$ cat config.mk
export PLATFORM = sky130hd
export DESIGN_NAME = instr_fetch_unit
export DESIGN_NICKNAME = d
export VERILOG_FILES = /design/src/rtl/instr_fetch_unit.sv
export SDC_FILE = /design/constraint.sdc
export NUM_CORES = 1
export LEC_CHECK = 0
export CORE_MARGIN = 2
export CORE_UTILIZATION = 45
export DETAILED_ROUTE_END_ITERATION = 16
export DONT_BUFFER_PORTS = 1
export GPL_TIMING_DRIVEN = 0
export PLACE_DENSITY = 0.64
export SYNTH_ARGS = -nofsm -noshare
export SYNTH_HDL_FRONTEND = slang
export SYNTH_SLANG_ARGS = --single-unit
export TNS_END_PERCENT = 30
$ cat constraint.sdc
create_clock -name clk -period 10 [get_ports clk]
set_input_delay 2 -clock clk [delete_from_list [all_inputs] [get_ports clk]]
set_output_delay 2 -clock clk [all_outputs]
set_load 0.02 [all_outputs]
$ cat src/rtl/instr_fetch_unit.sv
// Instruction fetch: owns the PC, drives the combinational instruction memory and
// queues {pc, word} pairs in a small in-order buffer for decode (valid/ready).
module instr_fetch_unit #(
   parameter logic [31:0] RESET_PC = 32'd0,
   parameter int          DEPTH    = 2
) (
   input  logic        clk,
   input  logic        rst_n,
   input  logic        freeze,
   input  logic        branch_taken,
   input  logic [31:0] branch_addr,
   output logic [31:0] imem_addr,
   input  logic [31:0] imem_rdata,
   output logic        if_valid,
   input  logic        if_ready,
   output logic [31:0] if_instr,
   output logic [31:0] if_pc,
   output logic [31:0] if_pc_plus4
);

   localparam int PTR_W = (DEPTH > 1) ? $clog2(DEPTH) : 1;
   localparam int CNT_W = $clog2(DEPTH + 1);
   localparam logic [PTR_W-1:0] LAST_PTR = PTR_W'(DEPTH - 1);
   localparam logic [CNT_W-1:0] FULL_CNT = CNT_W'(DEPTH);

   logic [31:0]      pc_reg, pc_next;
   logic [PTR_W-1:0] head_reg, head_next;
   logic [PTR_W-1:0] tail_reg, tail_next;
   logic [CNT_W-1:0] count_reg, count_next;
   logic [31:0]      instr_mem [DEPTH];
   logic [31:0]      pc_mem    [DEPTH];
   logic             buf_nonempty;
   logic             push;
   logic             pop;

   function automatic logic [PTR_W-1:0] ptr_inc(input logic [PTR_W-1:0] p);
      return (p == LAST_PTR) ? '0 : p + PTR_W'(1);
   endfunction

   assign buf_nonempty = (count_reg != '0);
   assign if_valid     = buf_nonempty & ~branch_taken;
   assign pop          = if_valid & if_ready & ~branch_taken;
   // A full buffer can still accept a word when the head leaves in the same cycle.
   assign push         = ~branch_taken & ~freeze & ((count_reg < FULL_CNT) | pop);
   assign imem_addr    = pc_reg;

   always_comb begin
      pc_next    = pc_reg;
      head_next  = head_reg;
      tail_next  = tail_reg;
      count_next = count_reg;
      if (branch_taken) begin
         pc_next    = branch_addr & ~32'h0000_0003;
         head_next  = '0;
         tail_next  = '0;
         count_next = '0;
      end else begin
         if (push) begin
            pc_next   = pc_reg + 32'd4;
            tail_next = ptr_inc(tail_reg);
         end
         if (pop) begin
            head_next = ptr_inc(head_reg);
         end
         if (push && !pop) begin
            count_next = count_reg + CNT_W'(1);
         end else if (pop && !push) begin
            count_next = count_reg - CNT_W'(1);
         end
      end
   end

   always_ff @(posedge clk or negedge rst_n) begin
      if (!rst_n) begin
         pc_reg    <= RESET_PC;
         head_reg  <= '0;
         tail_reg  <= '0;
         count_reg <= '0;
      end else begin
         pc_reg    <= pc_next;
         head_reg  <= head_next;
         tail_reg  <= tail_next;
         count_reg <= count_next;
      end
   end

   // Storage needs no reset: every read is masked while the buffer is empty.
   always_ff @(posedge clk) begin
      if (push) begin
         instr_mem[tail_reg] <= imem_rdata;
         pc_mem[tail_reg]    <= pc_reg;
      end
   end

   assign if_instr    = buf_nonempty ? instr_mem[head_reg] : '0;
   assign if_pc       = buf_nonempty ? pc_mem[head_reg] : '0;
   assign if_pc_plus4 = buf_nonempty ? (pc_mem[head_reg] + 32'd4) : '0;

endmodule

Word level (Yosys, flattened, before mapping)
Memories as Yosys holds them, arrays and structs flattened.
Cells that the tools add are included.

word-level totals
  register bits = 36
  bits in writable memories = 128
  input bits = 69
  output and inout port bits = 129
  word-level logic and storage cells = 45
  memories kept = 2

memories
  memory     depth  bits a word  rd ports  clocked after memory_dff  write ports  line  text
  instr_mem  2      32           1         0                         1            30    logic [31:0] instr_mem [DEPTH];
  pc_mem     2      32           1         0                         1            31    logic [31:0] pc_mem [DEPTH];

operators by class
  add/sub/neg operators = 6
  magnitude comparators = 1
  mux-type cells = 16
  bitwise operators = 8
  reduce and logical (&&, ||, !) cells = 8

operators by type and width
  cell                                                number
  2-to-1 mux 32 bit                                   5
  adder 32 x 3 -> 32 bit (second input constant)      2
  2-to-1 mux 1 bit                                    8
  2-to-1 mux 2 bit                                    3
  nonzero test 2 bit                                  3
  bitwise AND 1 bit                                   5
  nonzero test 3 bit                                  1
  adder 1 bit (second input constant)                 2
  adder 2 x 1 -> 2 bit (second input constant)        1
  logical AND 1 bit                                   2
  logical NOT 1 bit                                   2
  less-than comparator 2 bit (second input constant)  1
  NOT 1 bit                                           2
  subtractor 2 x 1 -> 2 bit (second input constant)   1
  bitwise OR 1 bit                                    1

Logic depth before layout (Yosys ltp)
Gate-level depths: netlist of run 1.

  depth in word-level cells = 11
  gate-level depth with buffers = 10
  gate-level depth less buffers = 7

Worst setup path after synthesis of run 1
Ideal clock, no wire load.

  path kind = input to register
  from = input port freeze
  to = memory instr_mem[0][0], enable pin
  library setup time = 635 ps
  arrival time = 8193 ps
  data required time = 9365 ps
  slack = 1172 ps
  cell stages on the path = 2
  path buffers = 1
  cell sequence = clkbuf_1 > nor4_1

between the ends
  cells in the longest elaborated chain, start to end = 5

ends and longest elaborated chain
  item                                    line  text
  start, declared                         9     input logic freeze,
  NOT 1 bit                               44    assign push = ~branch_taken & ~freeze & ((count_reg < FULL_CNT) | pop);
  bitwise AND 1 bit (2 in a row)          44
  2-to-1 mux 1 bit                        89    if (push) begin
  2-to-1 mux 1 bit (not written as such)  90    instr_mem[tail_reg] <= imem_rdata;
  end, declared                           30

No other way between the ends.

Worst setup path in the final report of run 1
  from = register head_reg
  to = output port if_pc_plus4[28]

between the ends
  cells in the longest elaborated chain, start to end = 3

ends and longest elaborated chain
  item                      line  text
  start, declared           27    logic [PTR_W-1:0] head_reg, head_next;
  start signal, assigned    81    head_reg <= head_next;
  memory read (2 x 32 bit)  -
  adder 32 x 3 -> 32 bit    97    assign if_pc_plus4 = buf_nonempty ? (pc_mem[head_reg] + 32'd4) : '0;
  2-to-1 mux 32 bit         97
  end, declared             18    output logic [31:0] if_pc_plus4

No other way between the ends.

==> summary.txt, run 1 <==
Synth
  • Seq/Total Area, Yosys: 60.6%
  • Post-Synthesis Cells: 632
  • Post-synth ARST share: 21.5%
  • Netlist cell types: 57
  • Mean cell area of the mapped netlist: 11.9 sq um
  • Synth warn: 0
  • Dominant synthesized flop cell: edfxtp_1
  • EDFF count, synth: 124
  • Synth Cell Area: 0.00755 sq mm
  • Number of synthesized register bits: 158

Cells and area
  • Ant. Diodes: 0
  • Final Util: 51.6%
  • Area grow syn2layout: 12.5%
  • Nets: 735
  • Max FFs per register: 64
  • Post-route cell area: 0.00849 sq mm
  • Most frequent cells in the layout: edfxtp_1, nor2_1, nand2_1, mux2i_1, o21ai_0
  • Largest Register: instr_mem
  • Layout cells sized above 1: 10.2%
  • Most common cell after layout, fill and taps aside: edfxtp_1

Routing
  • Drt drc: 0
  • Total number of vias: 5,066
  • Vias per inst: 5.65
  • DR iter-0 viols: 248
  • Routed WL per cell: 20.6 microns
  • Final ANT Viol Nets: 0
  • DRT Pass-1 Iters: 5
  • Total wire length: 18.5 mm

Worst setup path
  • FF-to-FF End: imem_addr[19]
  • Setup crit end kind: output pin
  • Worst r2r path cells: 5
  • Worst-path maximum fanout: 10
  • Crit-path cells: buf_6 > buf_4 > buf_2 > mux2_2 > ha_1 > inv_1 > a211oi_4 > nand4_4 > o41ai_1
  • Slowest CP cell: o41ai_1
  • Largest stage delay, worst path: 0.95 ns
  • CP arrival: 3.58 ns
  • Crit start category: flop
  • CP Launch Point: head_reg
  • RR Startpoint: imem_addr[6]
  • Reg2reg setup slack: 7.52 ns
  • Type of the worst setup path: reg -> out
  • Required time of the worst setup path: 8.00 ns
  • Worst setup path end: if_pc_plus4[28]

Clocking
  • Reg clk slew, reported paths: 0.06 ns
  • CTS Buffer Depth: 2
  • Clock Latency Late Sink: 0.41 ns
  • Root buffer cell: clkbuf_16
  • Clock Sink Count: 158
  • CTS tree: done
  • CTS Buf Count: 17
  • # Post-CTS Setup Buffers: 0
  • CTS Hold Bufs: 0
  • # resized after CTS: 0
  • H-tree depth: 4

Placement
  • Placed instance area: 0.00793 sq mm
  • RD Place Congestion: 0.879
  • Final HPWL DP: 13.9 mm
  • Port Buffers: 0

GRT
  • Antenna violations before repair: 0
  • Total grt overflow: 0
  • Gr usage total: 20.9%
  • Pin count of the biggest net entering global routing: 63
  • First-pass GRT wire length: 28.3 mm
  • Vias in the first global route: 4,872

Floorplan
  • Core area: 0.0165 sq mm
  • Starting Density: 45.9%
  • Die Area: 0.0178 sq mm
  • Cell Rows: 47
  • Die Wd: 134 microns
  • Num ports: 198
  • Die extent in y: 134 microns

Timing
  • Maximum clock rate: 179 MHz
  • Slew Viols, Final: 0
  • Worst Tran Pin Value: 1.06 ns
  • TNS Setup: 0 ns
  • Relative slew slack: 28.8%
  • Period utilization: 55.8%
  • Final hold vios: 0
  • Tmin final: 5.58 ns
  • Clock Skews: 0.00716 ns
  • RSZ-0062 raised after global routing: no
  • Final setup fails: 0

Power and ir drop
  • Cell Pwr Density: 189 mW/mm^2
  • VDD IR-drop max: 123 uV
  • Leak: 2.90 nW

Outcome
  • Outcome: completed

Job
  • Max_cap viols: 0

Min path
  • Hold/Removal Path Class: reg -> reg
-- metal layers --
layer | GRT usage (%) | part of all wire (%) | vias to the layer above
met3 | 6.96 | 8.7 | 23
met5 | 0 | 0 | -
li1 | - | - | 2379
met2 | 34.2 | 48 | 214
met4 | 6.38 | 1.4 | 0
met1 | 26.5 | 41 | 2450
-- layout make-up --
cell class              instances  area, sq um
clock inverters                 4         25.0
flip-flops and latches        158         4570
clock buffers                  28          541
plain buffers                  35          190
inverters                       6         22.5
repair buffers                  8         71.3
well taps                     220          275
multi-input cells             438         2800
fillers                      1434         7970
-- worst min-delay path by stage --
stage	to	startpoint	slack, ns	depth (start not counted)
global placement	tail_reg	tail_reg	0.55	2
finish	tail_reg	tail_reg	0.61	2
CTS	tail_reg	tail_reg	0.61	2
global route	tail_reg	tail_reg	0.62	2
detailed placement	tail_reg	tail_reg	0.59	2
floorplan	tail_reg	tail_reg	0.53	2
-- critical path: cells and delay by family (launching register included) --
family	cells	cell delay, ns
AO/OA/AOI/OAI	2	1.30
buffers and inverters	4	0.77
AND/OR/NAND/NOR	1	0.24
adder cells (fa/ha/maj)	1	0.20
multiplexers	1	0.23
flip-flops	1	0.42
-- report_power, final --
| group | internal (W) | switching [W] | total, W | leakage (nW) |
|---|---|---|---|---|
| combinational | 0.0000582 | 0.000140 | 0.000198 | 1.06 |
| sequential | 0.000751 | 0.0000503 | 0.000802 | 1.56 |
| clock | 0.000369 | 0.000237 | 0.000606 | 0.278 |
| total | 0.00118 | 0.000427 | 0.00161 | 2.90 |
-- through the flow --
step	setup WS, ns	power (W)	hold slack [ns]	std cells
after floorplan	1.17	0.000960	0.525	637
after global placement	-2.04	0.00101	0.546	857
after detailed placement	4.87	0.00101	0.591	865
after CTS	4.41	0.00162	0.609	897
after global routing	4.26	0.00167	0.623	897
final	4.42	0.00161	0.614	897
-- synth_stat cells, types with 3 or more instances --
library cell	number	area [sq um]
buf_2	5	25.0
xnor2_1	19	166
buf_4	10	75.1
nor4_1	4	25.0
and3_1	11	68.8
o31ai_1	7	52.6
nor3_1	7	35.0
clkbuf_1	16	60.1
nand3_1	23	115
mux2_2	3	33.8
and2_1	5	31.3
o21ai_0	40	200
dfrtp_1	34	851
nor2_1	91	342
xor2_1	22	193
a21oi_1	6	30.0
nand4_1	19	119
or3_1	5	31.3
a211oi_1	3	22.5
mux2i_1	60	601
nand4b_1	4	35.0
nand3b_1	3	22.5
inv_1	5	18.8
nand2_1	61	229
edfxtp_1	124	3720
a31oi_1	7	43.8
-- cell families after synthesis --
group | count (synthesis) | share of synthesized area, %
simple gates | 248 | 16.3
compound gates | 77 | 6.59
xor+xnor | 41 | 4.75
fa+ha+maj | 2 | 0.331
buf+inv | 41 | 2.82
flops | 158 | 60.6
mux | 64 | 8.55
other cells | 1 | 0.0497
Power figures use the tool's default switching activity.
==> inputs of run 2 (changes only) <==
--- a/config.mk
+++ b/config.mk
@@ -10,7 +10,7 @@
 export DETAILED_ROUTE_END_ITERATION = 16
 export DONT_BUFFER_PORTS = 1
 export GPL_TIMING_DRIVEN = 0
-export PLACE_DENSITY = 0.64
+export PLACE_DENSITY = 0.66
 export SYNTH_ARGS = -nofsm -noshare
 export SYNTH_HDL_FRONTEND = slang
 export SYNTH_SLANG_ARGS = --single-unit
==> constraint.sdc (replaced) <==
create_clock -name clk -period 4.7 [get_ports clk]
set_input_delay 0.94 -clock clk [delete_from_list [all_inputs] [get_ports clk]]
set_output_delay 0.94 -clock clk [all_outputs]
set_load 0.02 [all_outputs]
==> run 2 against run 1 <==
Net effect: cell area up 0.34%; wire length down 1.1%; hold slack worse by 0.40 ns; worst setup slack worse by 4.2 ns; clock power up 120%; die area unchanged; sequential share of layout area down 0.18 points; power up 110%; register-to-register slack worse by 5.4 ns; critical path type unchanged; critical endpoint is now if_pc_plus4[18].
==> summary.txt, run 2 (synthesis gave the netlist of run 1 again) <==
Placement
  • Port Buffers: 0 (unchanged)
  • Placed instance area: 0.00794 sq mm (+0.11%)
  • RD Place Congestion: 0.882 (+0.36%)
  • Final HPWL DP: 13.8 mm (-0.62%)

Floorplan
  • Num ports: 198 (unchanged)
  • Core area: 0.0165 sq mm (unchanged)
  • Die extent in y: 134 microns (unchanged)
  • Cell Rows: 47 (unchanged)
  • Die Area: 0.0178 sq mm (unchanged)
  • Starting Density: 45.9% (unchanged)
  • Die Wd: 134 microns (unchanged)

Worst setup path
  • Required time of the worst setup path: 3.76 ns (-4.24 ns)
  • Worst r2r path cells: 5 (unchanged)
  • Crit start category: flop
  • Type of the worst setup path: reg -> out
  • Worst setup path end: if_pc_plus4[18]
  • Worst-path maximum fanout: 10 (unchanged)
  • RR Startpoint: imem_addr[6]
  • Setup crit end kind: output pin
  • Reg2reg setup slack: 2.17 ns (-5.35 ns)
  • CP arrival: 3.50 ns (-0.08 ns)
  • FF-to-FF End: imem_addr[17]
  • CP Launch Point: head_reg

Timing
  • Maximum clock rate: 225 MHz
  • Relative slew slack: 25.3% (-3.5 points)
  • Slew Viols, Final: 0 (unchanged)
  • Final hold vios: 0 (unchanged)
  • Final setup fails: 0 (unchanged)
  • Period utilization: 94.4%
  • RSZ-0062 raised after global routing: no
  • Clock Skews: 0.0101 ns (+0.00292 ns)
  • TNS Setup: 0 ns (unchanged)
  • Worst Tran Pin Value: 1.11 ns (+0.0527 ns)
  • Tmin final: 4.44 ns

Clocking
  • H-tree depth: 4 (unchanged)
  • CTS Hold Bufs: 0 (unchanged)
  • CTS Buf Count: 17 (unchanged)
  • Reg clk slew, reported paths: 0.06 ns (about the same)
  • Clock Latency Late Sink: 0.41 ns (about the same)
  • # Post-CTS Setup Buffers: 0 (unchanged)
  • Clock Sink Count: 158 (unchanged)
  • CTS tree: done
  • CTS Buffer Depth: 2 (unchanged)
  • # resized after CTS: 0 (unchanged)
  • Root buffer cell: clkbuf_16

Cells and area
  • Ant. Diodes: 0 (unchanged)
  • Largest Register: instr_mem
  • Most frequent cells in the layout: edfxtp_1, nor2_1, nand2_1, mux2i_1, o21ai_0
  • Nets: 732 (-0.41%)
  • Max FFs per register: 64 (unchanged)
  • Area grow syn2layout: 12.9%
  • Layout cells sized above 1: 10.5% (+0.34 points)
  • Most common cell after layout, fill and taps aside: edfxtp_1
  • Post-route cell area: 0.00852 sq mm (+0.34%)

Power and ir drop
  • VDD IR-drop max: 251 uV (+100%)
  • Leak: 2.91 nW (+0.39%)
  • Cell Pwr Density: 404 mW/mm^2 (+110%)
  • Pwr Total: 0.00344 W (+110%)

GRT
  • Most Used Layer, Global Route: met2
  • Pin count of the biggest net entering global routing: 63 (unchanged)
  • Antenna violations before repair: 0 (unchanged)
  • Vias in the first global route: 4,868 (-0.082%)
  • Gr usage total: 20.3% (-0.60 points)
  • Met3 usage: 6.01% (-0.95 points)
  • First-pass GRT wire length: 27.5 mm (-2.9%)
  • Grt met2 use: 33.8% (-0.32 points)
  • Total grt overflow: 0 (unchanged)
  • Met1 Track Usage GR: 24.7% (-1.8 points)

Outcome
  • Outcome: completed

Routing
  • Total wire length: 18.3 mm (-1.1%)
  • Routed WL per cell: 20.4 microns (-0.72%)
  • DR iter-0 viols: 247 (-0.40%)
  • Final ANT Viol Nets: 0 (unchanged)
  • Drt drc: 0 (unchanged)
  • DRT Pass-1 Iters: 4 (-1)
  • Vias per inst: 5.68 (+0.61%)
  • Total number of vias: 5,080 (+0.28%)

Min path
  • Hold/Removal Path Class: in -> async

Job
  • Max_cap viols: 0 (unchanged)
[run 2: worst min path at each step]
stage	from	end	cells past startpoint	slack [ns]
2_1_floorplan	count_reg[1]	count_reg[0]	2	0.56
3_3_place_gp	count_reg[1]	count_reg[0]	2	0.58
3_5_place_dp	tail_reg	tail_reg	2	0.61
4_1_cts	rst_n	imem_addr[31]	0	0.20
5_1_grt	rst_n	imem_addr[31]	0	0.19
6_report	rst_n	imem_addr[31]	0	0.22
[run 2: per-layer routing]
layer	wire length (microns)	vias to the layer above	part of all wire [%]
li1	-	2370	-
met1	7330	2454	40
met2	9060	230	50
met3	1480	26	8.1
met4	405	0	2.2
met5	0	-	0
[run 2: cell type report]
type,instances,area [sq um]
Inverter,6,22.5
Tap cell,220,275
Clock buffer,22,497
Sequential cell,158,4570
Buffer,35,190
Fill cell,1450,7940
Clock inverter,10,81.3
Timing Repair Buffer,5,71.3
Multi-Input combinational cell,438,2810
[run 2: metrics by stage]
step	utilization (%)	worst slack, ns	hold WS (ns)	std cells
2_1_floorplan	-	1.01	0.558	637
3_3_place_gp	47.7	-0.0467	0.576	857
3_5_place_dp	48.2	0.557	0.607	862
4_1_cts	51.7	0.108	0.199	894
5_1_grt	51.8	0.0999	0.194	894
6_report	51.8	0.264	0.216	894
[run 2: report_power, final]
group,internal [W],switching [W]
registers,0.00160,0.000109
logic,0.000125,0.000298
clock network,0.000802,0.000511
[run 2: worst max-delay path, cell delays in order, from the launching register on]
cell	delay, ns
dfrtp_1	0.44
buf_6	0.19
buf_4	0.20
buf_2	0.29
mux2_2	0.25
ha_1	0.21
inv_1	0.09
a211oi_4	0.34
nand3_1	0.22
o31ai_1	0.84
==> inputs of run 3 (changes only) <==
--- a/config.mk
+++ b/config.mk
@@ -5,6 +5,7 @@
 export SDC_FILE = /design/constraint.sdc
 export NUM_CORES = 1
 export LEC_CHECK = 0
+export CAP_MARGIN = 15
 export CORE_MARGIN = 2
 export CORE_UTILIZATION = 45
 export DETAILED_ROUTE_END_ITERATION = 16
==> run 3 against run 2 <==
Net effect: first-iteration DRC count is 2.0% lower; largest cell class unchanged; count of clock-buffer cells in the layout is 2 lower; final cell count stayed put; critical path type unchanged; critical path depth stayed put; non-clock buffer count stayed put.
==> summary.txt, run 3 (synthesis gave the netlist of run 1 again) <==
Outcome
  • Outcome: completed

Floorplan
  • Die extent in y: 134 microns (unchanged)
  • Die Area: 0.0178 sq mm (unchanged)
  • Num ports: 198 (unchanged)
  • Cell Rows: 47 (unchanged)
  • Die Wd: 134 microns (unchanged)
  • Core area: 0.0165 sq mm (unchanged)
  • Starting Density: 45.9% (unchanged)

Timing
  • Maximum clock rate: 225 MHz (-0.34%)
  • Clock Skews: 0.00721 ns (-0.00287 ns)
  • Period utilization: 94.7% (+0.33 points)
  • Hold_ws: 0.220 ns (+0.00477 ns)
  • Worst Tran Pin Value: 1.06 ns (-0.0519 ns)
  • RSZ-0062 raised after global routing: no
  • Final hold vios: 0 (unchanged)
  • Tmin final: 4.45 ns (+0.0153 ns)
  • Final setup fails: 0 (unchanged)
  • Slew Viols, Final: 0 (unchanged)
  • Relative slew slack: 28.8% (+3.5 points)

Placement
  • Final HPWL DP: 13.8 mm (about the same)
  • Port Buffers: 0 (unchanged)
  • Placed insts: 862 (unchanged)
  • RD Place Congestion: 0.882 (unchanged)

Clocking
  • CTS Hold Bufs: 0 (unchanged)
  • Root buffer cell: clkbuf_16
  • CTS Buffer Depth: 2 (unchanged)
  • Clock Sink Count: 158 (unchanged)
  • Reg clk slew, reported paths: 0.06 ns (about the same)
  • CTS tree: done
  • H-tree depth: 4 (unchanged)
  • CTS Buf Count: 17 (unchanged)
  • Clock Latency Late Sink: 0.41 ns (about the same)

Min path
  • Hold/Removal Path Class: in -> async

GRT
  • Antenna violations before repair: 0 (unchanged)
  • Total grt overflow: 0 (unchanged)
  • First-pass GRT wire length: 27.6 mm (+0.28%)
  • Pin count of the biggest net entering global routing: 63 (unchanged)
  • Vias in the first global route: 4,917 (+1.0%)
  • Gr usage total: 20.4% (+0.099 points)

Power and ir drop
  • Clock Power Share: 38.0% (about the same)
  • VDD IR-drop max: 237 uV (-5.4%)
  • Combinational power share: 12.3% (about the same)
  • Cell Pwr Density: 403 mW/mm^2 (-0.15%)
  • Sequential share of power: 49.7% (about the same)
  • Leak: 2.89 nW (-0.61%)
  • P_int: 0.00253 W (about the same)
  • Switching Power: 0.000910 W (-0.83%)
  • Switch share: 26.5% (-0.17 points)

Worst setup path
  • Crit start category: flop
  • Worst-path maximum fanout: 10 (unchanged)
  • CP arrival: 3.51 ns (about the same)
  • Setup crit end kind: output pin
  • Type of the worst setup path: reg -> out
  • Required time of the worst setup path: 3.76 ns (about the same)

Routing
  • Vias per inst: 5.64 (-0.77%)
  • Drt drc: 0 (unchanged)
  • Final ANT Viol Nets: 0 (unchanged)
  • Total number of vias: 5,041 (-0.77%)
  • Total wire length: 18.2 mm (-0.33%)
  • DR iter-0 viols: 242 (-2.0%)
  • DRT Pass-1 Iters: 5 (+1)
  • Routed WL per cell: 20.4 microns (-0.33%)

Cells and area
  • Ant. Diodes: 0 (unchanged)
  • Largest Register: instr_mem
  • Layout cells sized above 1: 10.4% (-0.15 points)
  • Final non-filler cell total: 894 (unchanged)
  • Most frequent cells in the layout: edfxtp_1, nor2_1, nand2_1, mux2i_1, o21ai_0
  • Max FFs per register: 64 (unchanged)
  • FILL cells: 1,447 (-0.21%)
  • Area grow syn2layout: 12.8% (about the same)
  • Most common cell after layout, fill and taps aside: edfxtp_1
  • Nets: 732 (unchanged)

Job
  • Max_cap viols: 0 (unchanged)
[run 3: final timing paths]
path	startpoint	to	slack (ns)	cells after the start
max	head_reg	if_pc_plus4[18]	0.25	9
min	rst_n	imem_addr[31]	0.22	0
max reg2reg	imem_addr[6]	imem_addr[15]	2.19	5
min reg2reg	count_reg[1]	count_reg[1]	0.63	2
max in group asynchronous	rst_n	imem_addr[3]	4.40	0
min in group clk	imem_rdata[16]	instr_mem[1][16]	0.62	0
[run 3: metal layers]
| metal | global-route usage, % | wire length (microns) |
|---|---|---|
| met1 | 24.4 | 7310 |
| met2 | 34.5 | 9050 |
| met3 | 6.09 | 1410 |
| met4 | 8.51 | 442 |
| met5 | 0 | 0 |
[run 3: power groups by stage]
| stage | Sequential, W | Combinational, W | Clock, W |
|---|---|---|---|
| CTS | 0.00171 | 0.000427 | 0.00134 |
| finish | 0.00171 | 0.000424 | 0.00130 |
| detailed placement | 0.00174 | 0.000426 | 0 |
| floorplan | 0.00171 | 0.000331 | 0 |
| global route | 0.00172 | 0.000456 | 0.00139 |
| global placement | 0.00173 | 0.000410 | 0 |
[run 3: critical path, stage by stage, from the launching register on]
cell and delay [ns]:
dfrtp_1 0.44, buf_6 0.19, buf_4 0.21, buf_2 0.29, mux2_2 0.25, ha_1 0.21, inv_1 0.09, a211oi_4 0.35
nand3_1 0.22, o31ai_1 0.86
[run 3: cell type report]
type / count / area, sq um / share of cell area [%]
Clock buffer: 20 / 457 / 5.36
Clock inverter: 12 / 118 / 1.38
Inverter: 6 / 22.5 / 0.264
Sequential cell: 158 / 4570 / 53.7
Buffer: 35 / 190 / 2.23
Timing Repair Buffer: 5 / 71.3 / 0.837
Multi-Input combinational cell: 438 / 2810 / 33.0
Tap cell: 220 / 275 / 3.23
[run 3: timing repair]
| item | in CTS | in global routing |
|---|---|---|
| hold endpoints to repair | 0 | 0 |
| endpoints found under the setup margin | 0 | 1 |
| resized for setup | 0 | 1 |
| buffers inserted | 0 | 0 |
[run 3: stage by stage]
stage	power, W	setup WS (ns)	util (%)	TNS [ns]	cell area, sq um
3_3_place_gp	0.00214	-0.0467	47.7	-2.52	7860
2_1_floorplan	0.00204	1.01	-	0	7590
3_5_place_dp	0.00216	0.557	48.2	0	7940
4_1_cts	0.00347	0.104	51.7	0	8510
6_report	0.00344	0.249	51.7	0	8520
5_1_grt	0.00357	0.0687	51.7	0	8520
